<file path="src/rtl/riscv_lsu_pkg.sv">
// Shared definitions for the load/store stage: funct3 codes, FSM states,
// access-size decode, byte-enable and alignment helpers.
package riscv_lsu_pkg;

  localparam logic [2:0] F3_LB  = 3'b000;
  localparam logic [2:0] F3_LH  = 3'b001;
  localparam logic [2:0] F3_LW  = 3'b010;
  localparam logic [2:0] F3_LBU = 3'b100;
  localparam logic [2:0] F3_LHU = 3'b101;
  localparam logic [2:0] F3_SB  = 3'b000;
  localparam logic [2:0] F3_SH  = 3'b001;
  localparam logic [2:0] F3_SW  = 3'b010;

  typedef enum logic [1:0] {
    IDLE = 2'd0,
    REQ  = 2'd1,
    WAIT = 2'd2
  } lsu_state_e;

  typedef enum logic [1:0] {
    SZ_B = 2'd0,
    SZ_H = 2'd1,
    SZ_W = 2'd2
  } lsu_size_e;

  // Unused encodings (011, 110, 111) fall through to word accesses.
  function automatic lsu_size_e lsu_size(input logic [2:0] f3);
    case (f3)
      F3_LB, F3_LBU: return SZ_B;
      F3_LH, F3_LHU: return SZ_H;
      default:       return SZ_W;
    endcase
  endfunction

  // 4-bit result: lanes shifted past byte 3 are dropped.
  function automatic logic [3:0] lsu_be(input logic [2:0] f3, input logic [1:0] off);
    case (lsu_size(f3))
      SZ_B:    return 4'b0001 << off;
      SZ_H:    return 4'b0011 << off;
      default: return 4'b1111;
    endcase
  endfunction

  function automatic logic lsu_misaligned(input logic [2:0] f3, input logic [1:0] off);
    case (lsu_size(f3))
      SZ_H:    return off[0];
      SZ_W:    return off != 2'b00;
      default: return 1'b0;
    endcase
  endfunction

endpackage

</file>
<file path="src/rtl/riscv_lsu_mem_stage_if.sv">
// Data-memory bus between the load/store stage (master) and memory (slave):
// req/gnt address phase, rvalid/rdata response phase.
interface riscv_lsu_mem_stage_if #(
  parameter int XLEN = 32
);
  logic            req;
  logic            gnt;
  logic [XLEN-1:0] addr;
  logic            we;
  logic [3:0]      be;
  logic [XLEN-1:0] wdata;
  logic            rvalid;
  logic [XLEN-1:0] rdata;

  modport master (
    output req, addr, we, be, wdata,
    input  gnt, rvalid, rdata
  );

  modport slave (
    input  req, addr, we, be, wdata,
    output gnt, rvalid, rdata
  );
endinterface

</file>
<file path="src/rtl/riscv_lsu_load_align.sv">
// Load result formatting: picks the addressed byte/half lane out of the
// response word and sign- or zero-extends it. Word loads pass through raw.
module riscv_lsu_load_align
  import riscv_lsu_pkg::*;
#(
  parameter int XLEN = 32
) (
  input  logic [XLEN-1:0] rdata,
  input  logic [1:0]      off,
  input  logic [2:0]      funct3,
  output logic [XLEN-1:0] data
);

  logic [7:0]  byte_sel;
  logic [15:0] half_sel;
  logic        sext;

  // Lane select and extension; a half at offset 3 only has its low byte in this word.
  always_comb begin
    byte_sel = rdata[7:0];
    half_sel = rdata[15:0];
    sext     = ~funct3[2];
    case (off)
      2'd0: begin byte_sel = rdata[7:0];   half_sel = rdata[15:0];           end
      2'd1: begin byte_sel = rdata[15:8];  half_sel = rdata[23:8];           end
      2'd2: begin byte_sel = rdata[23:16]; half_sel = rdata[31:16];          end
      default: begin byte_sel = rdata[31:24]; half_sel = {8'h00, rdata[31:24]}; end
    endcase
    case (lsu_size(funct3))
      SZ_B:    data = {{(XLEN-8){sext & byte_sel[7]}}, byte_sel};
      SZ_H:    data = {{(XLEN-16){sext & half_sel[15]}}, half_sel};
      default: data = rdata;
    endcase
  end

endmodule

</file>
<file path="src/rtl/riscv_lsu_mem_stage.sv">
// Load/store execution stage: effective address from rs1+imm, req/gnt/rvalid
// data-memory access with timeout, store lane formatting, load writeback.
// Optional build macro RISCV_LSU_MISALIGN_TRAP_EN: misaligned half/word
// accesses are rejected with an lsu_err_o pulse instead of going to the bus.
//
// state | meaning
// IDLE  | ready for issue, no access outstanding
// REQ   | mem req held with stable address/data, waiting for gnt
// WAIT  | granted, waiting for rvalid
module riscv_lsu_mem_stage
  import riscv_lsu_pkg::*;
#(
  parameter int XLEN        = 32,
  parameter int TIMEOUT_CYC = 64
) (
  input  logic                 clk,
  input  logic                 rst_n,
  input  logic                 lsu_valid_i,
  output logic                 lsu_ready_o,
  input  logic                 lsu_we_i,
  input  logic [2:0]           lsu_funct3_i,
  input  logic [XLEN-1:0]      rs1_data_i,
  input  logic [XLEN-1:0]      rs2_data_i,
  input  logic [XLEN-1:0]      imm_i,
  input  logic [4:0]           rd_addr_i,
  riscv_lsu_mem_stage_if.master mem,
  output logic                 wb_valid_o,
  output logic [4:0]           wb_rd_o,
  output logic [XLEN-1:0]      wb_data_o,
  output logic                 lsu_err_o
);

  localparam int              CNT_W    = $clog2(TIMEOUT_CYC + 1);
  localparam logic [CNT_W-1:0] CNT_LAST = CNT_W'(TIMEOUT_CYC - 1);

  lsu_state_e       state_q, state_d;
  logic             ready_q, ready_d;
  logic             req_q, req_d;
  logic [XLEN-1:0]  addr_q, addr_d;
  logic             we_q, we_d;
  logic [3:0]       be_q, be_d;
  logic [XLEN-1:0]  wdata_q, wdata_d;
  logic [2:0]       f3_q, f3_d;
  logic [1:0]       off_q, off_d;
  logic [4:0]       rd_q, rd_d;
  logic [CNT_W-1:0] cnt_q, cnt_d;
  logic             wb_valid_q, wb_valid_d;
  logic [4:0]       wb_rd_q, wb_rd_d;
  logic [XLEN-1:0]  wb_data_q, wb_data_d;
  logic             err_q, err_d;

  logic [XLEN-1:0]  ea;
  logic [XLEN-1:0]  load_data;
  logic             trap_now;

  assign ea = rs1_data_i + imm_i;

`ifdef RISCV_LSU_MISALIGN_TRAP_EN
  assign trap_now = lsu_misaligned(lsu_funct3_i, ea[1:0]);
`else
  assign trap_now = 1'b0;
`endif

  riscv_lsu_load_align #(.XLEN(XLEN)) u_load_align (
    .rdata  (mem.rdata),
    .off    (off_q),
    .funct3 (f3_q),
    .data   (load_data)
  );

  // Next-state and next-output decode; everything leaving the block is registered.
  always_comb begin
    state_d    = state_q;
    ready_d    = ready_q;
    req_d      = req_q;
    addr_d     = addr_q;
    we_d       = we_q;
    be_d       = be_q;
    wdata_d    = wdata_q;
    f3_d       = f3_q;
    off_d      = off_q;
    rd_d       = rd_q;
    cnt_d      = cnt_q;
    wb_valid_d = 1'b0;
    wb_rd_d    = wb_rd_q;
    wb_data_d  = wb_data_q;
    err_d      = 1'b0;
    case (state_q)
      IDLE: begin
        if (lsu_valid_i && ready_q) begin
          cnt_d = '0;
          if (trap_now) begin
            err_d = 1'b1;
          end else begin
            state_d = REQ;
            ready_d = 1'b0;
            req_d   = 1'b1;
            addr_d  = {ea[XLEN-1:2], 2'b00};
            we_d    = lsu_we_i;
            be_d    = lsu_be(lsu_funct3_i, ea[1:0]);
            wdata_d = rs2_data_i << {ea[1:0], 3'b000};
            f3_d    = lsu_funct3_i;
            off_d   = ea[1:0];
            rd_d    = rd_addr_i;
          end
        end
      end
      REQ: begin
        cnt_d = cnt_q + CNT_W'(1);
        if (cnt_q == CNT_LAST) begin
          state_d = IDLE;
          ready_d = 1'b1;
          req_d   = 1'b0;
          err_d   = 1'b1;
        end else if (mem.gnt) begin
          state_d = WAIT;
          req_d   = 1'b0;
        end
      end
      WAIT: begin
        cnt_d = cnt_q + CNT_W'(1);
        if (mem.rvalid) begin
          state_d = IDLE;
          ready_d = 1'b1;
          if (!we_q) begin
            wb_valid_d = 1'b1;
            wb_rd_d    = rd_q;
            wb_data_d  = load_data;
          end
        end else if (cnt_q == CNT_LAST) begin
          state_d = IDLE;
          ready_d = 1'b1;
          err_d   = 1'b1;
        end
      end
      default: begin
        state_d = IDLE;
        ready_d = 1'b1;
        req_d   = 1'b0;
      end
    endcase
  end

  // State and output registers; reset drops any access in flight silently.
  always_ff @(posedge clk or negedge rst_n) begin
    if (!rst_n) begin
      state_q    <= IDLE;
      ready_q    <= 1'b1;
      req_q      <= 1'b0;
      addr_q     <= '0;
      we_q       <= 1'b0;
      be_q       <= '0;
      wdata_q    <= '0;
      f3_q       <= '0;
      off_q      <= '0;
      rd_q       <= '0;
      cnt_q      <= '0;
      wb_valid_q <= 1'b0;
      wb_rd_q    <= '0;
      wb_data_q  <= '0;
      err_q      <= 1'b0;
    end else begin
      state_q    <= state_d;
      ready_q    <= ready_d;
      req_q      <= req_d;
      addr_q     <= addr_d;
      we_q       <= we_d;
      be_q       <= be_d;
      wdata_q    <= wdata_d;
      f3_q       <= f3_d;
      off_q      <= off_d;
      rd_q       <= rd_d;
      cnt_q      <= cnt_d;
      wb_valid_q <= wb_valid_d;
      wb_rd_q    <= wb_rd_d;
      wb_data_q  <= wb_data_d;
      err_q      <= err_d;
    end
  end

  assign lsu_ready_o = ready_q;
  assign mem.req     = req_q;
  assign mem.addr    = addr_q;
  assign mem.we      = we_q;
  assign mem.be      = be_q;
  assign mem.wdata   = wdata_q;
  assign wb_valid_o  = wb_valid_q;
  assign wb_rd_o     = wb_rd_q;
  assign wb_data_o   = wb_data_q;
  assign lsu_err_o   = err_q;

endmodule
</file>
<file path="src/flat_wrapper.sv">
// flat-port wrapper written by rule: the top's interface ports become plain ports
module riscv_lsu_mem_stage_flat import riscv_lsu_pkg::*;
#(
  parameter int XLEN        = 32,
  parameter int TIMEOUT_CYC = 64
)
  (clk, rst_n, lsu_valid_i, lsu_ready_o, lsu_we_i, lsu_funct3_i, rs1_data_i, rs2_data_i, imm_i, rd_addr_i, wb_valid_o, wb_rd_o, wb_data_o, lsu_err_o, mem_req, mem_addr, mem_we, mem_be, mem_wdata, mem_gnt, mem_rvalid, mem_rdata);
  riscv_lsu_mem_stage_if #(.XLEN(XLEN)) mem_i ();
  input  logic clk;
  input  logic rst_n;
  input  logic lsu_valid_i;
  output logic lsu_ready_o;
  input  logic lsu_we_i;
  input  logic [2:0] lsu_funct3_i;
  input  logic [XLEN-1:0] rs1_data_i;
  input  logic [XLEN-1:0] rs2_data_i;
  input  logic [XLEN-1:0] imm_i;
  input  logic [4:0] rd_addr_i;
  output logic wb_valid_o;
  output logic [4:0] wb_rd_o;
  output logic [XLEN-1:0] wb_data_o;
  output logic lsu_err_o;
  output wire logic [$bits(mem_i.req)-1:0] mem_req;
  output wire logic [$bits(mem_i.addr)-1:0] mem_addr;
  output wire logic [$bits(mem_i.we)-1:0] mem_we;
  output wire logic [$bits(mem_i.be)-1:0] mem_be;
  output wire logic [$bits(mem_i.wdata)-1:0] mem_wdata;
  input wire logic [$bits(mem_i.gnt)-1:0] mem_gnt;
  input wire logic [$bits(mem_i.rvalid)-1:0] mem_rvalid;
  input wire logic [$bits(mem_i.rdata)-1:0] mem_rdata;
  assign mem_req = mem_i.req;
  assign mem_addr = mem_i.addr;
  assign mem_we = mem_i.we;
  assign mem_be = mem_i.be;
  assign mem_wdata = mem_i.wdata;
  assign mem_i.gnt = mem_gnt;
  assign mem_i.rvalid = mem_rvalid;
  assign mem_i.rdata = mem_rdata;
  riscv_lsu_mem_stage #(.XLEN(XLEN), .TIMEOUT_CYC(TIMEOUT_CYC)) u_core (.clk(clk), .rst_n(rst_n), .lsu_valid_i(lsu_valid_i), .lsu_ready_o(lsu_ready_o), .lsu_we_i(lsu_we_i), .lsu_funct3_i(lsu_funct3_i), .rs1_data_i(rs1_data_i), .rs2_data_i(rs2_data_i), .imm_i(imm_i), .rd_addr_i(rd_addr_i), .mem(mem_i), .wb_valid_o(wb_valid_o), .wb_rd_o(wb_rd_o), .wb_data_o(wb_data_o), .lsu_err_o(lsu_err_o));
endmodule
</file>
<file path="config.mk">
export PLATFORM = sky130hd
export DESIGN_NAME = riscv_lsu_mem_stage_flat
export DESIGN_NICKNAME = d
export VERILOG_FILES = /design/src/rtl/riscv_lsu_pkg.sv /design/src/rtl/riscv_lsu_mem_stage_if.sv /design/src/rtl/riscv_lsu_load_align.sv /design/src/rtl/riscv_lsu_mem_stage.sv /design/src/flat_wrapper.sv
export SDC_FILE = /design/constraint.sdc
export NUM_CORES = 1
export LEC_CHECK = 0
export CORE_MARGIN = 1.5
export CORE_UTILIZATION = 45
export CTS_BUF_LIST = sky130_fd_sc_hd__clkbuf_16
export DETAILED_ROUTE_END_ITERATION = 6
export HOLD_SLACK_MARGIN = 0.03
export PLACE_DENSITY = 0.79
export SETUP_SLACK_MARGIN = 0.1
export SKIP_CTS_REPAIR_TIMING = 1
export SYNTH_ARGS = -nofsm -noshare
export SYNTH_HDL_FRONTEND = slang
export SYNTH_SLANG_ARGS = --single-unit
</file>
<file path="constraint.sdc">
create_clock -name clk -period 5.2 [get_ports clk]
set_input_delay 0.52 -clock clk [delete_from_list [all_inputs] [get_ports clk]]
set_output_delay 0.52 -clock clk [all_outputs]
set_load 0.02 [all_outputs]
</file>
[Word level (Yosys, flattened, before mapping)]
Cells that the tools add are included.
Operators by class
  $add $sub $neg: 2
  eq/ne operators: 16
  shift-type cells: 3
  mux-type cells: 30
  bitwise logic cells: 5
  reductions and logical operators: 18
Operators by type and width (number)
  case mux 32 bit (2 select lines): 1
  case mux 16 bit (3 select lines): 1
  adder 32 bit: 1
  << shifter 32 x 5 -> 32 bit: 1
  case mux 8 bit (3 select lines): 1
  two-way mux 2 bit: 7
  case mux 7 bit (2 select lines): 1
  equality test 3 bit, second input constant: 4
  two-way mux 1 bit: 11
  OR reduction 2 bit: 5
  AND reduction 3 bit: 3
  equality test 2 x 1 -> 1 bit, second input constant: 4
  logical NOT 2 bit: 4
  case mux 2 bit (2 select lines): 2
  case mux 4 bit (2 select lines): 1
  adder 7 x 1 -> 7 bit, second input constant: 1
  equality test 7 x 6 -> 1 bit, second input constant: 1
  two-way mux 7 bit: 1
  equality test 3 x 1 -> 1 bit, second input constant: 2
  logical NOT 3 bit: 2
  inequality test 3 x 2 -> 1 bit, second input constant: 2
  case mux 1 bit (3 select lines): 2
  case mux 2 bit (3 select lines): 1
  equality test 2 bit, second input constant: 2
  9 further kinds: 13
Storage, ports and cells
  register bits: 127
  bits of input ports: 142
  output and inout port bits: 110
  word-level logic and storage cells: 89

[Longest topological paths before layout]
  depth after elaboration: 7
  depth in mapped cells: 10
  gate-level depth less buffers: 10

[Modules after synthesis]
Synthesis repeated with hierarchy kept, for this count alone.
Second synthesis, totals
  cells, all modules: 1002
  area total of the unflattened synthesis: 8147.8 um2
Modules (own cells, without submodules)
  riscv_lsu_mem_stage: times used 1, cells an instance 856, area each 7220.7 um2, sequential area each 3179.3 um2
  riscv_lsu_load_align: times used 1, cells an instance 146, area each 927.1 um2, sequential area each 0.0 um2

[Least setup slack after synthesis]
Ideal clock, no wire load.
  kind: in2reg
  start point: input port rs1_data_i[0]
  end point: register u_core.addr_q[28], in the netlist u_core.mem.addr[28]
  setup time: 0.134 ns
  arrival: 2.585 ns
  required time: 5.066 ns
  path slack: 2.481 ns
  cell stages on the path: 10
  path buffers: 0
  path through: ha_1 -> fa_1 -> a211oi_1 -> o21ai_0 -> o211a_1 -> or2_2 -> a311oi_4 -> o211ai_1 -> xnor2_1 -> o21ai_0
On the way
  longest elaborated chain between the ends: 1
RTL lines
  start: declaration: RTL line flat_wrapper.sv:15  | input logic [XLEN-1:0] rs1_data_i;
  adder 32 bit: RTL line riscv_lsu_mem_stage.sv:56  | assign ea = rs1_data_i + imm_i;
  end signal: assignment: RTL line riscv_lsu_mem_stage.sv:166  | addr_q <= addr_d;
  end: declaration: RTL line riscv_lsu_mem_stage.sv:39  | logic [XLEN-1:0] addr_q, addr_d;
No other way between the ends.
A chain may end at the register's enable or synchronous reset.

[Worst setup path after layout]
Same ends and word-level chain as after synthesis.

==> summary.txt <==
Run status
  • Run status: completed

Route
  • Avg Vias per Cell: ~5.6
  • Initial DRC Count: about 440
  • Met3 WL: about 2200 microns
  • DR WL met2: roughly 11,000 microns
  • Antenna-violating nets left: 0
  • Via count: about 7,500
  • Routed WL: 23,100 microns
  • Remaining DRCs: 0
  • Metal-1 WL: ~9300 microns
  • WL/cell: 17.2 microns
  • Top Metal Used: met4
  • Pre-Repair DR Iteration Count: 5

Timing
  • Hold WS: about 0.19 ns
  • Worst-margin pin slew: ~1.2 ns
  • Clock skew: 0.00780 ns
  • Slew headroom: 0.186
  • Setup TNS after final layout: 0 ns
  • Final setup viols: 0
  • RSZ-0062 raised after global routing: no
  • Pins over their slew limit: 0
  • Final Hold Viols: 0
  • Tcrit/Tclk final: 0.582
  • Crit path time final: about 3 ns
  • Fmax achieved: 330 MHz

Critical path
  • Required @ worst endpoint: between 5 and 6 ns
  • Crit Path Category: input port to register
  • Crit-path max FO: 3
  • Arrival @ worst endpoint: around 3.3 ns
  • Reg2reg start: u_core.off_q[1]
  • CP Launch Type: input port
  • Critical Path Start: rs1_data_i[0]
  • Nature of the critical path endpoint: register

GRT
  • Vias in the first global route: ~7,200
  • Global Route Usage Sum: 0.262
  • Global-route wire length before repair: approximately 37,000 microns
  • Total global routing overflow: 0
  • Pin count of the biggest net entering global routing: 95
  • Antenna violations before repair: 0

Finish
  • Filler Cells Inserted: about 1,400
  • Final net count: 1,288
  • Layout cells sized above 1: 0.0651
  • Ant. Diodes: 0
  • Layout area overhead: 40.1%

Logic synthesis
  • Primary FF master, synth: dfrtp_1
  • Fraction of registers with async set or reset after synthesis: 1.00
  • Mean Syn Cell Area: 8.65 sq um
  • Post-synth top area share: 0.408
  • Synth cell count leaders: 181 x nand2_1, 126 x dfrtp_1, 82 x a21oi_1, 78 x nor2_1, 63 x o21ai_0
  • Number of flops mapped to enable cells by yosys: 0
  • Synthesis Warnings: 0
  • Synth cell types: 67
  • Top-count cell post-synth: nand2_1
  • Area of the mapped netlist: between 7000 and 8000 sq um
  • Largest cells by area after synthesis: dfrtp_1 41%, nand2_1 8.8%, ha_1 5.8%
  • Cells after synthesis: 894
  • Sequential cell area fraction in the yosys report: 0.411
  • Yosys reg bits: 127
  • Post-synth top area cell: dfrtp_1

CTS
  • Worst skew pair latency: around 0.42 ns
  • Num CTS Buffers: 17
  • CTS H-tree lvls: 4
  • CTS clock-pin slew for the worst setup and hold paths: ~0.06 ns
  • TritonCTS clock tree: built
  • CTS max path bufs: 2
  • Root buf cell: clkbuf_16
  • Clk sink count: between 100 and 150

Flow run
  • Max-cap violation count: 0

Power
  • IR drop worst, VDD: 225 uV
  • Comb pwr share: 0.176
  • Sw Ratio: 0.269
  • Static leakage: approximately 4.8 nW
  • Register share of total power: 0.379
  • Pint: 0.00191 W
  • Clock share of power: 0.446
  • Power Dens Cells: about 240 nW/um^2
  • Switching pwr: roughly 0.00070 W

Placed design
  • Placer congestion estimate: about 0.97
  • Post-DP HPWL: roughly 17,000 microns
  • Port bufs: 249

Die
  • Row count: 47
  • # IOs: approximately 250
  • Area of the core: around 17,000 sq um
  • Die ar.: roughly 18,000 sq um
  • Die Wd: approximately 130 microns
  • Initial Utilization: 0.463
  • Die Ht: around 130 microns

Hold path
  • Hold Path Class: input port to async pin
## per-stage QoR
step | instance area [sq um] | util | setup WS (ns) | power [W] | instances
3_3_place_gp | 10300 | 0.614 | 1.82 | 0.00146 | 1310
2_1_floorplan | 7730 | - | 2.48 | 0.00127 | 895
3_5_place_dp | 10300 | 0.614 | 1.73 | 0.00146 | 1310
6_report | 10800 | 0.649 | 2.17 | 0.00261 | 1341
5_1_grt | 10800 | 0.649 | 1.98 | 0.00272 | 1341
4_1_cts | 10800 | 0.649 | 2.15 | 0.00263 | 1341
## registers in the layout (all words and copies together), names as in the netlist
name and flops:
u_core.mem.wdata 32, u_core.state_q 2, u_core.wb_rd_o 5, u_core.cnt_q 7, u_core.mem.be 4, u_core.wb_data_o 32
u_core.mem.req 1, u_core.mem.addr 30, u_core.rd_q 5, u_core.wb_valid_o 1, u_core.off_q 2, u_core.lsu_ready_o 1
u_core.f3_q 3, u_core.lsu_err_o 1, u_core.mem.we 1
## path summary, 6_finish.rpt
path,endpoint,slack [ns],cells after the start
max in group asynchronous,u_core.lsu_ready_o,3.99,2
worst max-delay path,u_core.mem.addr[28],2.17,11
worst min-delay path,u_core.mem.wdata[6],0.19,1
min in group clk,u_core.mem.wdata[7],0.47,2
worst min register to register,u_core.mem.wdata[7],0.47,2
worst max register to register,u_core.wb_data_o[26],2.27,6
## cell families after synthesis
family          count (synthesis)  synth area share
simple gates                  347             0.197
compound gates                248             0.207
flops                         127             0.411
buf+inv                        73            0.0458
fa+ha+maj                      37            0.0609
mux                            35            0.0481
xor+xnor                       26            0.0295
other cells                     1          0.000485
## cells in the final DEF, fill, tap and decap left out, types with 10 or more instances in the layout
cell type,count
xnor2_1,13
mux2i_1,18
xor2_1,13
a21oi_1,82
dfrtp_1,126
nand3_1,24
nor2_1,77
mux2_2,17
ha_1,36
a221oi_1,10
inv_1,13
clkbuf_16,17
a21o_1,14
nand2_1,181
o31ai_1,14
clkdlybuf4s50_1,248
o21ai_0,63
## critical path: stages
cell and delay (ns):
clkdlybuf4s50_1 0.41, ha_1 0.24, fa_1 0.43, a211oi_1 0.28, o21ai_0 0.20, o211a_1 0.18, or2_2 0.34, a311oi_4 0.28
o211ai_1 0.16, xnor2_1 0.17, o21ai_0 0.10
## area by class of cell
class	count	area [sq um]	share of cell area
multi-input combinational	695	4220	0.390
sequential	127	3180	0.294
timing repair buffer	255	2540	0.234
clock buffer	17	425	0.0393
tap	220	275	0.0254
clock inverter	14	144	0.0133
inverter	13	48.8	0.00451
## power groups by stage
stage / combinational (W) / sequential (W) / clock [W]
final: 0.000459 / 0.000989 / 0.00116
after global routing: 0.000505 / 0.000988 / 0.00123
after floorplan: 0.000264 / 0.00101 / 0
after CTS: 0.000458 / 0.000988 / 0.00118
after global placement: 0.000453 / 0.00101 / 0
after detailed placement: 0.000456 / 0.00101 / 0
## routing by layer
| metal | track usage | vias up |
|---|---|---|
| li1 | - | 3584 |
| met3 | 0.0790 | 55 |
| met1 | 0.321 | 3489 |
| met2 | 0.426 | 352 |
| met4 | 0.121 | 0 |
| met5 | 0 | - |
No activity file was read; power rests on OpenSTA's default activity.
